$ cat src/rtl/dense2sparse_pkg.sv
// Shared sizing, FSM encoding and last-word mask for the dense-to-sparse converter.
package dense2sparse_pkg;
  localparam int R          = 10163;
  localparam int G_ADDR_W   = 8;
  localparam int G_DAT_W    = 64;
  localparam int H_ADDR_W   = 7;
  localparam int H_DAT_W    = 14;
  localparam int WEIGHT     = 71;
  localparam int RD_LAT     = 2;
  localparam int NWORDS     = (R + 63) / 64;
  localparam int LAST_VALID = R - 64 * (NWORDS - 1);

  typedef enum logic [2:0] {S_IDLE, S_ISSUE, S_WAIT, S_SCAN, S_FIN} state_t;

  // Offset 0 is the MSB, so the valid bits of the last word are the top LAST_VALID bits.
  function automatic logic [63:0] last_mask();
    return ~(64'hFFFF_FFFF_FFFF_FFFF >> LAST_VALID);
  endfunction
endpackage

$ cat src/rtl/dense2sparse_lead_one_enc64.sv
// Combinational MSB-first leading-one encoder: idx is the offset of the highest set bit.
module lead_one_enc64 (
  input  logic [63:0] d,
  output logic [5:0]  idx,
  output logic        any
);
  always_comb begin
    idx = '0;
    any = |d;
    // Ascending loop: the highest set bit is the last to assign.
    for (int i = 0; i < 64; i++)
      if (d[i]) idx = 6'(63 - i);
  end
endmodule

$ cat src/rtl/dense2sparse.sv
// Walks the dense polynomial word by word and writes ascending set-bit positions to the sparse RAM.
module dense2sparse
  import dense2sparse_pkg::*;
(
  input  logic                clk,
  input  logic                rst,
  input  logic                start,
  output logic                busy,
  output logic                done,
  output logic [H_ADDR_W:0]   wt_cnt,
  output logic                err_ovf,
  output logic [G_ADDR_W-1:0] h_dsn_addra,
  input  logic [G_DAT_W-1:0]  h_dsn_dina,
  output logic [H_ADDR_W-1:0] h_spa_addra,
  output logic                h_spa_wea,
  output logic [H_DAT_W-1:0]  h_spa_douta
);
  localparam int LW = (RD_LAT > 1) ? $clog2(RD_LAT) : 1;
  localparam logic [LW-1:0]       LAT_LAST = LW'(RD_LAT - 1);
  localparam logic [G_ADDR_W-1:0] W_LAST   = G_ADDR_W'(NWORDS - 1);
  localparam logic [H_ADDR_W:0]   WT_MAX   = (H_ADDR_W + 1)'(WEIGHT);

  state_t              state;
  logic [G_ADDR_W-1:0] w;
  logic [63:0]         word_q;
  logic [LW-1:0]       lat_cnt;
  logic [5:0]          lo_idx;
  logic                lo_any;
  logic [63:0]         word_rem;
  logic                emit;

  lead_one_enc64 u_lod (.d(word_q), .idx(lo_idx), .any(lo_any));

  assign word_rem    = word_q & ~(64'h8000_0000_0000_0000 >> lo_idx);
  assign emit        = (state == S_SCAN) && lo_any && (wt_cnt < WT_MAX);
  assign h_spa_wea   = emit;
  assign h_spa_addra = emit ? wt_cnt[H_ADDR_W-1:0] : '0;
  assign h_spa_douta = emit ? {w[H_DAT_W-7:0], lo_idx} : '0;
  assign h_dsn_addra = w;

  always_ff @(posedge clk or posedge rst) begin
    if (rst) begin
      state   <= S_IDLE;
      w       <= '0;
      word_q  <= '0;
      lat_cnt <= '0;
      wt_cnt  <= '0;
      err_ovf <= 1'b0;
      busy    <= 1'b0;
      done    <= 1'b0;
    end else begin
      case (state)
        S_IDLE: begin
          done <= 1'b0;
          if (start) begin
            wt_cnt  <= '0;
            err_ovf <= 1'b0;
            w       <= '0;
            busy    <= 1'b1;
            state   <= S_ISSUE;
          end
        end
        S_ISSUE: begin
          lat_cnt <= '0;
          state   <= S_WAIT;
        end
        S_WAIT: begin
          if (lat_cnt == LAT_LAST) begin
            word_q <= (w == W_LAST) ? (h_dsn_dina & last_mask()) : h_dsn_dina;
            state  <= S_SCAN;
          end else begin
            lat_cnt <= lat_cnt + 1'b1;
          end
        end
        S_SCAN: begin
          if (lo_any) begin
            word_q <= word_rem;
            // Past capacity the bit is still consumed so latency depends on data only.
            if (emit) wt_cnt <= wt_cnt + 1'b1;
            else      err_ovf <= 1'b1;
          end
          if (!lo_any || word_rem == '0) begin
            if (w == W_LAST) begin
              busy  <= 1'b0;
              done  <= 1'b1;
              state <= S_FIN;
            end else begin
              w     <= w + 1'b1;
              state <= S_ISSUE;
            end
          end
        end
        S_FIN: begin
          done  <= 1'b0;
          state <= S_IDLE;
        end
        default: state <= S_IDLE;
      endcase
    end
  end
endmodule

$ cat config.mk
export PLATFORM = sky130hd
export DESIGN_NAME = dense2sparse
export DESIGN_NICKNAME = d
export VERILOG_FILES = /design/src/rtl/dense2sparse_pkg.sv /design/src/rtl/dense2sparse_lead_one_enc64.sv /design/src/rtl/dense2sparse.sv
export SDC_FILE = /design/constraint.sdc
export NUM_CORES = 1
export LEC_CHECK = 0
export BUFFER_PORTS_ARGS = -buffer_cell sky130_fd_sc_hd__buf_2
export CAP_MARGIN = 10
export CORE_MARGIN = 4
export CORE_UTILIZATION = 59
export CTS_BUF_LIST = sky130_fd_sc_hd__clkbuf_8
export DETAILED_ROUTE_END_ITERATION = 10
export GPL_TIMING_DRIVEN = 1
export HOLD_SLACK_MARGIN = 0.15
export PLACE_DENSITY = 0.83
export SLEW_MARGIN = 30
export SYNTH_ARGS = -nofsm -noshare
export SYNTH_HDL_FRONTEND = slang
export SYNTH_SLANG_ARGS = --single-unit
$ cat constraint.sdc
create_clock -name clk -period 4 [get_ports clk]
set_input_delay 0.4 -clock clk [delete_from_list [all_inputs] [get_ports clk]]
set_output_delay 0.4 -clock clk [all_outputs]
set_load 0.02 [all_outputs]
==> results.json <==
{
  "clk_latency_ns": 0.38,
  "grt_setup_unrepaired": "true",
  "postRouteAntennaNets": 0,
  "num_vias": 8635,
  "core_area_mm2": 0.0110,
  "syn2layout_area_growth_pct": 35.2,
  "grt_pass1_vias": 8125,
  "drt-initial-drc-count": 1401,
  "synth_ff_type": "dfrtp_1",
  "grt-ovfl-total": 0,
  "clock_tree.buffer_depth": 2,
  "synthesis.area_mm2": 0.00675,
  "grt_pass1_wl_um": 45300,
  "yosys-top-cells-area": "dfrtp_1 32%, o21ai_0 5.6%, a22o_1 5.6%, nor2_1 5.2%, nand2_1 5.1%",
  "clockRootBuffer": "clkbuf_8",
  "htreeDepth": 3,
  "max-slew-margin-rel_pct": 45.0,
  "drt_drc_violations_left": 0,
  "period_minus_slack_ns": 4.03,
  "yosys_warnings": 0,
  "dp_hpwl_um": 22000,
  "grt_use_total_pct": 44.2,
  "fmax_ghz": 0.248,
  "fin_ws_ns": -0.0335,
  "drt_first_pass_iters": 6,
  "synthCells": 847,
  "gp_congestion": 1.07,
  "violations": "negative setup slack",
  "yosys.area.top_type": "dfrtp_1",
  "holdWs_ns": 0.197,
  "yosysMostFrequentCell": "nor2_1",
  "post-route-util_pct": 82.7,
  "outcome": "complete, but fails checks",
  "routed_via_density": 7.00,
  "clk_pin_slew_ns": 0.10,
  "die_h_um": 115,
  "async_reset_ff_share_pct": 100,
  "cp_max_fo": 8,
  "fin_crit_sh_pct": 101,
  "cap_violations": 0,
  "critPathLaunchType": "register",
  "die_w_um": 115,
  "antenna_cells": 0,
  "tightest_slew_ns": 0.824,
  "finalPower_mw": 9.80,
  "numCtsBuffers": 9,
  "crit_required_ns": 4.28,
  "antenna_found_initial": 1,
  "hold_class": "input port to register",
  "drive_above_1_share_pct": 34.4,
  "syn_avg_cell_area_um2": 7.96,
  "dieArea_mm2": 0.0132,
  "setup_viol_count_final": 2,
  "synth_cell_type_count": 85,
  "hold_violations": 0,
  "synthTopCellsByCount": "94 x nor2_1, 92 x nand2_1, 87 x dfrtp_1",
  "synth_top_area_share_pct": 32.3,
  "fp-row-count": 38,
  "p_leak_nw": 4.08,
  "wl_um": 29300,
  "ys_ff_latch": 87,
  "final_max_slew_viol_count": 0,
  "cts_tree": "done",
  "ys_seq_area_share_pct": 32.3,
  "synth_edf_count": 0,
  "cp_data_arrival_time_ns": 4.32,
  "powerDensity_mw_per_mm2": 1070,
  "ir_worst_vdd_mv": 0.945,
  "port_buffers": 107,
  "endpoint_kind": "register",
  "place_ws_ns": -0.229,
  "worstSetupPathType": "register to register",
  "ios": 108,
  "nNetsFinal": 1159,
  "clock_skew_ns": 0.0153,
  "synth.net_count": 917,
  "routedWlPerCell_um": 23.8,
  "grt_max_degree": 59,
  "start_util_pct": 61.2,
  "cts_sinks": 87
}
## layout make-up
type	instances	area, µm²
inverters	26	98.8
clock inverters	6	67.6
flip-flops and latches	87	2180
fillers	760	1910
repair buffers	285	1910
well taps	140	175
multi-input cells	680	4550
clock buffers	10	138
## flip-flops by register name, summed over array words and instances, names as in the netlist
| register | cells |
|---|---|
| busy | 1 |
| done | 1 |
| err_ovf | 1 |
| h_dsn_addra | 8 |
| lat_cnt | 1 |
| state | 3 |
| word_q | 64 |
| wt_cnt | 8 |
## layout by cell type, fill, tap and decap left out, types with 24 or more instances in the layout
master     n
inv_1     24
a22o_1    43
buf_4    174
nor2_1    93
dfrtp_1   82
o21ai_0   76
buf_2    107
nand2_1   92
nor3_1    32
a21oi_1   41
## where the power goes
group | switching, mW | internal (mW)
logic | 4.64 | 3.14
clock network | 0.356 | 0.309
registers | 0.309 | 1.05
## stage by stage
| stage | area, µm² | instances | TNS (ns) |
|---|---|---|---|
| after floorplan | 6750 | 847 | 0 |
| after global placement | 8490 | 1204 | -1.70 |
| after detailed placement | 8520 | 1205 | -2.44 |
| after global routing | 9120 | 1234 | -0.517 |
| after CTS | 8830 | 1223 | -0.00537 |
| final | 9120 | 1234 | -0.0560 |
## routing by layer
| metal | GRT usage [%] | routed length [µm] | vias up |
|---|---|---|---|
| met1 | 57.9 | 11100 | 4073 |
| li1 | - | - | 3694 |
| met3 | 12.4 | 3740 | 164 |
| met5 | 0 | 9 | - |
| met4 | 19.6 | 1560 | 2 |
| met2 | 68.4 | 12900 | 702 |
## cells by family (layout without fill, tap and decap cells)
family	count (synthesis)	after routing	synth area share (%)
AOI/OAI and AO/OA	297	298	31.3
xor gates and xnor gates	5	5	0.649
adders and majority gates	3	3	0.557
buffers and inverters	81	327	4.90
DFF	87	87	32.3
muxes	2	2	0.297
and+or+nand+nor	372	372	30.0
## worst paths after layout
| path | start | end | slack, ns | cells after the start |
|---|---|---|---|---|
| worst max register to register | word_q[44]$_DFFE_PP0P_ | h_dsn_addra[1]$_DFFE_PP0P_ | -0.03 | 15 |
| worst max-delay path | word_q[44]$_DFFE_PP0P_ | h_dsn_addra[1]$_DFFE_PP0P_ | -0.03 | 15 |
| worst min register to register | err_ovf$_DFFE_PP0P_ | err_ovf$_DFFE_PP0P_ | 0.51 | 2 |
| max in group asynchronous | rst | word_q[55]$_DFFE_PP0P_ | 2.24 | 4 |
| worst min-delay path | h_dsn_dina[10] | word_q[10]$_DFFE_PP0P_ | 0.20 | 3 |
| min in group asynchronous | rst | word_q[11]$_DFFE_PP0P_ | 0.62 | 3 |
## critical path, stage by stage, from the launching register on
cell,delay (ns)
dfrtp_1,0.46
nor4_1,0.33
buf_4,0.17
nand4_1,0.10
buf_4,0.20
or4b_1,0.61
nor2_4,0.15
nand2_2,0.10
buf_4,0.16
o41ai_4,0.26
o2111ai_2,0.21
or4_4,0.58
buf_4,0.16
clkinv_1,0.08
a21oi_4,0.10
o32ai_2,0.28
## timing repair
| action | in CTS | in global routing |
|---|---|---|
| resized for setup | 15 | 34 |
| setup endpoints to repair | 12 | 12 |
| hold buffers | 1 | 0 |
| buffers inserted | 1 | 10 |
| cloned | 0 | 1 |
| pin swaps | 2 | 15 |
| endpoints found under the hold margin | 36 | 0 |
No activity file was read; power rests on OpenSTA's default activity.
